===== src/rtl/stamp_sig_accum.sv =====
// Signature accumulator for an upstream stamp stage: discards SKIP pipeline-flush
// samples, then compresses WINDOW accepted samples into a 32-bit MISR and a 40-bit wrapping sum.
module stamp_sig_accum #(
  parameter int unsigned WINDOW       = 512,
  parameter int unsigned SKIP         = 4,
  parameter logic [31:0] MISR_POLY    = 32'h04C11DB7,
  parameter logic [31:0] EXPECTED_SIG = 32'h00000000,
  parameter bit          CHECK_EN     = 1'b0
) (
  input  logic        i_clk,
  input  logic        i_rst_n,
  input  logic        i_ena,
  input  logic [31:0] i_data,
  input  logic        i_start,
  output logic        o_busy,
  output logic        o_done,
  output logic [31:0] o_sig,
  output logic [39:0] o_sum,
  output logic        o_pass
);

  typedef enum logic [1:0] {
    IDLE  = 2'd0,
    FLUSH = 2'd1,
    RUN   = 2'd2,
    DONE  = 2'd3
  } state_t;

  localparam logic [4:0]  SKIP_L = 5'(SKIP);
  localparam logic [16:0] WIN_L  = 17'(WINDOW);

  // One MISR shift-and-fold step with the configured feedback polynomial.
  function automatic logic [31:0] misr_step(input logic [31:0] sig, input logic [31:0] din);
    logic [31:0] fb;
    fb = sig[31] ? MISR_POLY : 32'h00000000;
    return ({sig[30:0], 1'b0} ^ fb) ^ din;
  endfunction

  state_t      state_q, state_d;
  logic [3:0]  skip_cnt_q, skip_cnt_d;
  logic [15:0] samp_cnt_q, samp_cnt_d;
  logic [31:0] sig_q, sig_d;
  logic [39:0] sum_q, sum_d;
  logic [31:0] out_sig_q, out_sig_d;
  logic [39:0] out_sum_q, out_sum_d;
  logic        pass_q, pass_d;
  logic        busy_q, busy_d;
  logic        done_q, done_d;

  logic [31:0] sig_step_s;
  logic [39:0] sum_step_s;
  logic        skip_last_s;
  logic        win_last_s;

  assign sig_step_s  = misr_step(sig_q, i_data);
  assign sum_step_s  = sum_q + {8'd0, i_data};
  assign skip_last_s = (({1'b0, skip_cnt_q} + 5'd1) == SKIP_L);
  assign win_last_s  = (({1'b0, samp_cnt_q} + 17'd1) == WIN_L);

  // Next-state and datapath update; every target keeps its value unless a case overrides it.
  always_comb begin
    state_d    = state_q;
    skip_cnt_d = skip_cnt_q;
    samp_cnt_d = samp_cnt_q;
    sig_d      = sig_q;
    sum_d      = sum_q;
    out_sig_d  = out_sig_q;
    out_sum_d  = out_sum_q;
    pass_d     = pass_q;

    case (state_q)
      IDLE, DONE: begin
        if (i_start) begin
          state_d    = (SKIP_L != 5'd0) ? FLUSH : RUN;
          skip_cnt_d = 4'd0;
          samp_cnt_d = 16'd0;
          sig_d      = 32'h00000000;
          sum_d      = 40'h0000000000;
        end else begin
          state_d = state_q;
        end
      end

      FLUSH: begin
        if (i_ena) begin
          skip_cnt_d = skip_cnt_q + 4'd1;
          if (skip_last_s) begin
            state_d = RUN;
          end else begin
            state_d = FLUSH;
          end
        end else begin
          state_d = FLUSH;
        end
      end

      RUN: begin
        if (i_ena) begin
          sig_d      = sig_step_s;
          sum_d      = sum_step_s;
          samp_cnt_d = samp_cnt_q + 16'd1;
          if (win_last_s) begin
            state_d   = DONE;
            out_sig_d = sig_step_s;
            out_sum_d = sum_step_s;
            if (CHECK_EN) begin
              pass_d = (sig_step_s == EXPECTED_SIG);
            end else begin
              pass_d = 1'b1;
            end
          end else begin
            state_d = RUN;
          end
        end else begin
          state_d = RUN;
        end
      end

      default: begin
        state_d = IDLE;
      end
    endcase

    busy_d = (state_d == FLUSH) || (state_d == RUN);
    done_d = (state_d == DONE);
  end

  // State, counters, working accumulators and latched results.
  always_ff @(posedge i_clk or negedge i_rst_n) begin
    if (!i_rst_n) begin
      state_q    <= IDLE;
      skip_cnt_q <= 4'd0;
      samp_cnt_q <= 16'd0;
      sig_q      <= 32'h00000000;
      sum_q      <= 40'h0000000000;
      out_sig_q  <= 32'h00000000;
      out_sum_q  <= 40'h0000000000;
      pass_q     <= 1'b0;
      busy_q     <= 1'b0;
      done_q     <= 1'b0;
    end else begin
      state_q    <= state_d;
      skip_cnt_q <= skip_cnt_d;
      samp_cnt_q <= samp_cnt_d;
      sig_q      <= sig_d;
      sum_q      <= sum_d;
      out_sig_q  <= out_sig_d;
      out_sum_q  <= out_sum_d;
      pass_q     <= pass_d;
      busy_q     <= busy_d;
      done_q     <= done_d;
    end
  end

  assign o_busy = busy_q;
  assign o_done = done_q;
  assign o_sig  = out_sig_q;
  assign o_sum  = out_sum_q;
  assign o_pass = pass_q;

endmodule

===== config.mk =====
export PLATFORM = sky130hd
export DESIGN_NAME = stamp_sig_accum
export DESIGN_NICKNAME = d
export VERILOG_FILES = /design/src/rtl/stamp_sig_accum.sv
export SDC_FILE = /design/constraint.sdc
export NUM_CORES = 1
export LEC_CHECK = 0
export BUFFER_PORTS_ARGS = -buffer_cell sky130_fd_sc_hd__buf_2
export CORE_ASPECT_RATIO = 1.4
export CORE_MARGIN = 1.5
export CORE_UTILIZATION = 25
export DETAILED_ROUTE_END_ITERATION = 10
export PLACE_DENSITY = 0.44
export SLEW_MARGIN = 5
export SYNTH_ARGS = -nofsm -noshare
export SYNTH_HDL_FRONTEND = slang
export SYNTH_SLANG_ARGS = --single-unit
export TNS_END_PERCENT = 5

===== constraint.sdc =====
create_clock -name i_clk -period 3.65 [get_ports i_clk]
set_clock_uncertainty 0.1 [all_clocks]
set_input_delay 0.5475 -clock i_clk [delete_from_list [all_inputs] [get_ports i_clk]]
set_output_delay 0.5475 -clock i_clk [all_outputs]
set_load 0.005 [all_outputs]

==> impl_results.md, run 1 <==
* Via density at 4.680
* Detailed-placement wirelength estimate at 17800 microns
* Clock latency on the worst-skew pair at between 0.4 and 0.5 ns
* Footprint of the multi-input gates at ~0.0045 sq mm
* Fillers at about 3700
* CP cell instances: ha_1 -> a21o_1 -> a31o_1 -> or3_4 -> o21ai_4 -> a311oi_2 -> buf_4 -> a2111oi_4 -> nor2_2 -> nor3b_1 -> a21o_1
* Worst R2R Path Depth at 11
* Worst Tran Pin Value at 0.8014 ns
* Diode count at 0
* First-pass GRT wire length at ~40000 microns
* Slew HR at 46.57%
* Hold_buf cts at 0
* Synth Warn # at 0
* Core Box Area at roughly 0.036 sq mm
* Final WL at 24860 microns
* Worst flop-to-flop path endpoint: sum_q[34]$_DFFE_PN0P_
* Post-Syn Nets at ~1000
* Vias in the first global route at 7086
* Setup slack, reg-to-reg at just under 0.5 ns
* Slew Viols, Final at 0
* Critical path peak fanout at 7
* CTS tree: yes
* CP peak stage delay at about 0.52 ns
* Critical path's top delay family: compound AO/OA/AOI/OAI gates
* Fin Setup TNS at 0 ns
* Final core utilization at between 30% and 40%
* Routed length per instance at 16.66 microns
* I/O pin count at 111
* P_sw at 1386 uW
* Total CTS buffers at 17
* DRC at 0
* Post-Synthesis Cell Area at ~0.0090 sq mm
* Async set-reset flop share out of synthesis at 100.0%
* CTS root buffer: clkbuf_16
* Leak at roughly 0.0053 uW
* Commonest non-fill, non-tap cell in the layout: dfrtp_1
* RSZ-0062 raised after global routing: no
* Sequential share of the synthesized area at approximately 47%
* Final setup viols at 0
* Hold Violations, Final at 0
* Initial antenna violation count at 0
* Die height at 227.4 microns
* PortBufs at 110
* Most frequent CP cell: a21o_1
* Clk buf depth at 2
* Number of max-cap violations at 0
* Die W at around 160 microns
* FF+latch count, synth at roughly 170
* Combinational Power Share at between 15 and 20%
* Die Area at roughly 0.037 sq mm
* Clock slew seen by the registers of the worst setup and hold paths at approximately 0.070 ns
* Avg Cell Area, Syn at between 9 and 10 sq um
* CTS resizes at 0
* R2R Path Start: sum_q[9]$_DFFE_PN0P_
* Critical path endpoint category: flip-flop
* Register area at between 0.004 and 0.005 sq mm
* Ratio of cells with drive above 1 in the final layout at between 10% and 20%
* Tot GR Track Use at between 10% and 20%
* Startpoint types: flip-flop
* Period minus WS final at around 3.2 ns
* Setup WS pre-CTS at roughly 0.17 ns
* Worst EP required at between 3 and 4 ns
* Clk pwr share at between 30% and 40%
* CTS Sinks at 169
* Fmax at between 300 and 400 MHz
* Seq pwr share at about 43%
* Worst Path Buf+Inv at 1
* Worst Path Arrival at 3.40 ns
* Commonest cells after routing, fill and taps aside: dfrtp_1, nand2_1, o21ai_0
* Routability cong. at between 0.7 and 0.8
* Cell Rows at slightly above 80
* Switching share of power at a little under a third
* Pin count of the biggest net entering global routing at 89
* Cell Int Power at ~3200 uW
* Initial DRC Count at around 280
* Cell variety after synth at slightly above 60
* Via count at 6982
* H-tree Lvls at 4
* Synthesized instance count at between 900 and 1000
* Antenna violation net count after detailed routing at 0
* Syn-to-layout area delta at 19.31%
* HP Class: in2async
* Starting Density at between 20% and 30%
* Power per cell area at 429.4 mW/mm^2
* Top_reg_cell synth: dfrtp_1
* Critical path type: reg2reg
* Final #Nets at 1093
* Max IR drop VDD at roughly 0.00032 V
* CP max-delay cell: a2111oi_4
* # Post-CTS Setup Buffers at 0
* First-pass DRT Iterations at 4
* Total power at 4608 uW
* Grt total ovfl at 0
* EDFF count, synth at 0
* Status: finished, final reports clean
* Final WS setup at 0.4868 ns
* Post-route clock period utilization at approximately 87%
layer usage:
| metal | global-route usage (%) | vias to the layer above | part of all wire (%) |
|---|---|---|---|
| li1 | - | 3452 | - |
| met5 | 0 | - | 0 |
| met4 | 5.475 | 0 | 1.9 |
| met2 | 24.33 | 117 | 51 |
| met3 | 2.441 | 22 | 3.3 |
| met1 | 17.00 | 3391 | 44 |
flip-flops by register name, indices dropped and copies added, names as in the netlist, 2 cells and up:
| name | cells |
|---|---|
| sig_q | 32 |
| samp_cnt_q | 16 |
| o_sum | 40 |
| skip_cnt_q | 4 |
| o_sig | 32 |
| sum_q | 40 |
| state_q | 2 |
cell type report:
cell class,instances,share of cell area (%)
Clock buffer,21,4.478
Clock inverter,11,1.049
Inverter,16,0.5597
Multi-Input combinational cell,685,42.20
Sequential cell,169,39.41
Tap cell,462,5.387
Timing Repair Buffer,128,6.915
synthesized netlist by cell type (2+ instances only):
master       n  area share (%)
dfrtp_1    169              47
nand2_1    124             5.2
o21ai_0    123             6.8
xnor2_1     61             5.9
nor2_1      40             1.7
clkbuf_1    39             1.6
ha_1        39             5.4
a21oi_1     34             1.9
a22o_1      31             3.0
a21o_1      28             2.3
xor2_1      26             2.5
mux2_1      24             3.0
inv_1       16            0.67
nand4_1     14            0.97
a31oi_1     12            0.83
nand3_1     12            0.67
and3_1      11            0.77
o21ai_1     11            0.61
nor2b_1      9            0.63
and2_1       8            0.56
buf_2        7            0.39
nor3_1       7            0.39
a211oi_1     6            0.50
o21bai_1     5            0.42
and4_1       4            0.39
nand2b_1     4            0.28
o211ai_1     4            0.33
o31ai_1      4            0.33
a21boi_0     3            0.25
mux2_2       3            0.38
o2111ai_1    3            0.29
or3_1        3            0.21
a41oi_1      2            0.19
nor3b_1      2            0.17
o21a_1       2            0.17
or2_2        2            0.14
cells by family (layout without fill, tap and decap cells):
kind of cell,Yosys count,count (layout),share of synthesized area [%]
AO/OA/AOI/OAI,284,284,19.92
AND/OR/NAND/NOR,246,246,12.63
flip-flops,169,169,47.02
XOR/XNOR,87,87,8.472
buffers and inverters,63,176,2.810
adder cells (fa/ha/maj),40,40,5.648
multiplexers,28,28,3.492
power by group through the flow:
stage | combinational [uW] | clock [uW] | sequential (uW)
6_report | 776 | 1830 | 2000
5_1_grt | 874 | 1970 | 2010
4_1_cts | 801 | 1910 | 2000
3_5_place_dp | 798 | 0 | 2030
3_3_place_gp | 791 | 0 | 2030
2_1_floorplan | 504 | 0 | 2020
through the flow:
step                      area (sq um)  hold WS, ns  std cells
after floorplan                   8994       0.1519        917
after global placement           10140       0.3453       1460
after detailed placement         10140       0.3508       1460
after CTS                        10730      0.04599       1492
after global routing             10730      0.06218       1492
final                            10730      0.01318       1492
worst max path at each step:
stage	slack, ns	endpoint	depth (start not counted)	startpoint
after global placement	0.20	sum_q[34]$_DFFE_PN0P_	12	i_data[7]
after CTS	0.48	sum_q[34]$_DFFE_PN0P_	11	sum_q[9]$_DFFE_PN0P_
final	0.49	sum_q[34]$_DFFE_PN0P_	11	sum_q[9]$_DFFE_PN0P_
after detailed placement	0.17	sum_q[34]$_DFFE_PN0P_	12	i_data[7]
after global routing	0.24	o_sum[24]$_DFFE_PN0P_	10	samp_cnt_q[0]$_DFFE_PN0P_
after floorplan	0.59	sum_q[34]$_DFFE_PN0P_	11	i_data[9]
Power figures use the tool's default switching activity.
==> inputs of run 2 (changes only) <==
--- a/config.mk
+++ b/config.mk
@@ -5,12 +5,14 @@
 export SDC_FILE = /design/constraint.sdc
 export NUM_CORES = 1
 export LEC_CHECK = 0
+export ABC_AREA = 1
 export BUFFER_PORTS_ARGS = -buffer_cell sky130_fd_sc_hd__buf_2
 export CORE_ASPECT_RATIO = 1.4
 export CORE_MARGIN = 1.5
 export CORE_UTILIZATION = 25
+export CTS_CLUSTER_DIAMETER = 50
 export DETAILED_ROUTE_END_ITERATION = 10
-export PLACE_DENSITY = 0.44
+export PLACE_DENSITY = 0.43
 export SLEW_MARGIN = 5
 export SYNTH_ARGS = -nofsm -noshare
 export SYNTH_HDL_FRONTEND = slang
==> impl_results.md, run 2 <==
* Status: finished, final reports clean
* Power per cell area at 505.9 mW/mm^2 (+18%)
* RSZ-0062 raised after global routing: no
* Grt total ovfl at 0 (unchanged)
* Critical path type: reg2reg
* Final WS setup at 0.9221 ns (+0.4353 ns)
* WP depth at 9 (-2)
* Post-synth top cells: nand2_1, inv_1, dfrtp_1
* Via density at 4.297 (-8.2%)
* FF+latch count, synth at 169 (unchanged)
* Leak at 0.006465 uW (+23%)
* Antenna violation net count after detailed routing at 0 (unchanged)
* Initial DRC Count at 359 (+31%)
* Die W at 177.0 microns (+8.4%)
* Starting Density at 25.25% (about the same)
* HP Class: in2reg
* Critical path's top delay family: buffers and inverters
* Clk pwr share at 30.8% (-9.0 points)
* Worst R2R Path Depth at 9 (-2)
* Fin Setup TNS at 0 ns (unchanged)
* CP max-delay cell: buf_4
* Worst Path Buf+Inv at 4 (+3)
* Slew Viols, Final at 0 (unchanged)
* CTS root buffer: clkbuf_16
* Hold Violations, Final at 0 (unchanged)
* Clk buf depth at 2 (unchanged)
* DRC at 0 (unchanged)
* Switching share of power at 40.74% (+11 points)
* Synth Warn # at 0 (unchanged)
* Routability cong. at 0.9229 (+16%)
* Synth Area in Adders at 4.792% (-0.86 points)
* Post-route clock period utilization at 74.74% (-12 points)
* Setup WS pre-CTS at 0.6850 ns (+0.5164 ns)
* Slew HR at 50.57% (+4.0 points)
* Core Box Area at 0.04198 sq mm (+18%)
* EDFF count, synth at 0 (unchanged)
* Syn-to-layout area delta at 16.72%
* Commonest cells after routing, fill and taps aside: nand2_1, inv_1, dfrtp_1
* H-tree Lvls at 4 (unchanged)
* Clock slew seen by the registers of the worst setup and hold paths at 0.07 ns (about the same)
* Cell Int Power at 3710 uW (+15%)
* Via count at 9458 (+35%)
* Cell Rows at 89 (+8.5%)
* Total CTS buffers at 17 (unchanged)
* Post-Syn Nets at 1618 (+63%)
* Mux cell area share after synthesis at 0.09442% (-3.4 points)
* CTS Sinks at 169 (unchanged)
* Post-Synth XOR/XNOR Area at 5.523% (-2.9 points)
* Avg Cell Area, Syn at 6.875 sq um (-30%)
* Cell taking the most area after synthesis: dfrtp_1
* Number of max-cap violations at 0 (unchanged)
* Worst Path Arrival at 2.93 ns (-0.47 ns)
* First-pass GRT wire length at 54820 microns (+38%)
* Final #Nets at 1718 (+57%)
* Critical path endpoint category: flip-flop
* R2R Path Start: state_q[0]$_DFF_PN0_
* # Post-CTS Setup Buffers at 0 (unchanged)
* Largest family of logic cells by synthesized area: simple AND/OR/NAND/NOR gates
* Initial antenna violation count at 0 (unchanged)
* Tot GR Track Use at 16.65% (+2.7 points)
* Synth Area in Simple Gates at 30.90% (+18 points)
* Worst Tran Pin Value at 0.7415 ns (-0.05993 ns)
* I/O pin count at 111 (unchanged)
* Placed Area at 0.01176 sq mm (+16%)
* Hold_buf cts at 1 (+1)
* Commonest non-fill, non-tap cell in the layout: nand2_1
* Diode count at 0 (unchanged)
* P_sw at 2550 uW (+84%)
* Seq pwr share at 34.7% (-8.6 points)
* Hold path depth at 3
* Pin count of the biggest net entering global routing at 104 (+17%)
* Synthesized instance count at 1542 (+68%)
* Cell variety after synth at 33 (-46%)
* Routed length per instance at 15.95 microns (-4.3%)
* Fillers at 4704 (+27%)
* Period minus WS final at 2.728 ns (-0.4353 ns)
* CP cell instances: inv_1 -> ha_1 -> nor2_1 -> nor3_1 -> inv_2 -> nor2_1 -> inv_1 -> buf_4 -> o21ai_0
* Worst flop-to-flop path endpoint: sum_q[14]$_DFFE_PN0P_
* Clock latency on the worst-skew pair at 0.46 ns (about the same)
* Max IR drop VDD at 0.0003283 V (+2.1%)
* Ratio of cells with drive above 1 in the final layout at 10.21% (-6.8 points)
* Most frequent cell after synthesis: nand2_1
* Area contributors post-synth: dfrtp_1, nand2_1, inv_1
* Detailed-placement wirelength estimate at 26770 microns (+50%)
* Async set-reset flop share out of synthesis at 100.0% (unchanged)
* Final setup viols at 0 (unchanged)
* Endpoint, Worst Hold: state_q[0]$_DFF_PN0_
* CP peak stage delay at 0.56 ns (+0.04 ns)
* Startpoint types: flip-flop
* Top_reg_cell synth: dfrtp_1
* Hold Startpoint: i_start
* Vias in the first global route at 9564 (+35%)
* PortBufs at 110 (unchanged)
* Critical path peak fanout at 67 (+60)
* Fmax at 366.6 MHz (+16%)
* Sequential share of the synthesized area at 39.89% (-7.1 points)
* Post-Synthesis Cell Area at 0.01060 sq mm (+18%)
* Final WL at 35100 microns (+41%)
* Post-synthesis compound-gate area fraction at 6.822% (-13 points)
* Post-synth top area share at 39.89% (-7.1 points)
* Post-route cell area at 0.01237 sq mm (+15%)
* First-pass DRT Iterations at 5 (+1)
* CTS resizes at 0 (unchanged)
* Worst EP required at 3.86 ns (-0.03 ns)
* Die height at 246.7 microns (+8.5%)
* CTS tree: yes
* Die Area at 0.04367 sq mm (+18%)
* Setup slack, reg-to-reg at 0.92 ns (+0.44 ns)
* Combinational Power Share at 34.4% (+18 points)
[run 2: layer usage]
| metal | part of all wire (%) | up-vias | global-route usage (%) | wire length, microns |
|---|---|---|---|---|
| li1 | - | 4900 | - | - |
| met1 | 44 | 4418 | 19.87 | 15350 |
| met2 | 52 | 112 | 30.57 | 18290 |
| met3 | 2.2 | 28 | 2.122 | 787 |
| met4 | 1.9 | 0 | 5.234 | 672 |
| met5 | 0 | - | 0 | 0 |
[run 2: final cells by class]
| type | instances | area (sq um) | area share [%] |
|---|---|---|---|
| clock buffer | 18 | 439.2 | 3.549 |
| clock inverter | 14 | 163.9 | 1.325 |
| inverter | 279 | 1047 | 8.463 |
| multi-input combinational | 1051 | 5110 | 41.29 |
| sequential | 169 | 4229 | 34.18 |
| tap | 546 | 683.2 | 5.521 |
| timing repair buffer | 124 | 701.9 | 5.672 |
[run 2: through the flow]
| step | total power, uW | instances | hold WS [ns] | utilization [%] |
|---|---|---|---|---|
| CTS | 6407 | 2201 | 0.2970 | 29.48 |
| global route | 6714 | 2201 | 0.3093 | 29.48 |
| finish | 6260 | 2201 | 0.3192 | 29.48 |
| detailed placement | 4427 | 2168 | 0.3563 | 28.02 |
| global placement | 4422 | 2168 | 0.3487 | 28.02 |
| floorplan | 3624 | 1542 | 0.1519 | - |
[run 2: logic make-up (layout without fill, tap and decap cells)]
kind of cell | Yosys count | after routing
AOI/OAI and AO/OA | 137 | 137
xor gates and xnor gates | 66 | 66
adders and majority gates | 40 | 40
buffers and inverters | 322 | 435
DFF | 169 | 169
muxes | 1 | 1
and+or+nand+nor | 807 | 807
[run 2: power groups by stage]
stage	Combinational (uW)	Clock (uW)	Sequential, uW
2_1_floorplan	1450	0	2180
3_3_place_gp	2210	0	2210
3_5_place_dp	2210	0	2210
4_1_cts	2230	2000	2180
5_1_grt	2440	2070	2200
6_report	2150	1930	2180
[run 2: how the worst max path moves through the flow]
stage | from | to
final | state_q[0]$_DFF_PN0_ | sum_q[14]$_DFFE_PN0P_
after global routing | state_q[0]$_DFF_PN0_ | sum_q[19]$_DFFE_PN0P_
after CTS | state_q[0]$_DFF_PN0_ | sum_q[14]$_DFFE_PN0P_
after detailed placement | i_data[0] | o_sum[28]$_DFFE_PN0P_
after global placement | i_data[0] | o_sum[28]$_DFFE_PN0P_
after floorplan | samp_cnt_q[0]$_DFFE_PN0P_ | o_busy$_DFF_PN0_
[run 2: worst min-delay path: cells and delay by family]
family | cells | cell delay [ns]
AOI/OAI and AO/OA | 1 | 0.08
buffers and inverters | 1 | 0.12
and+or+nand+nor | 1 | 0.09
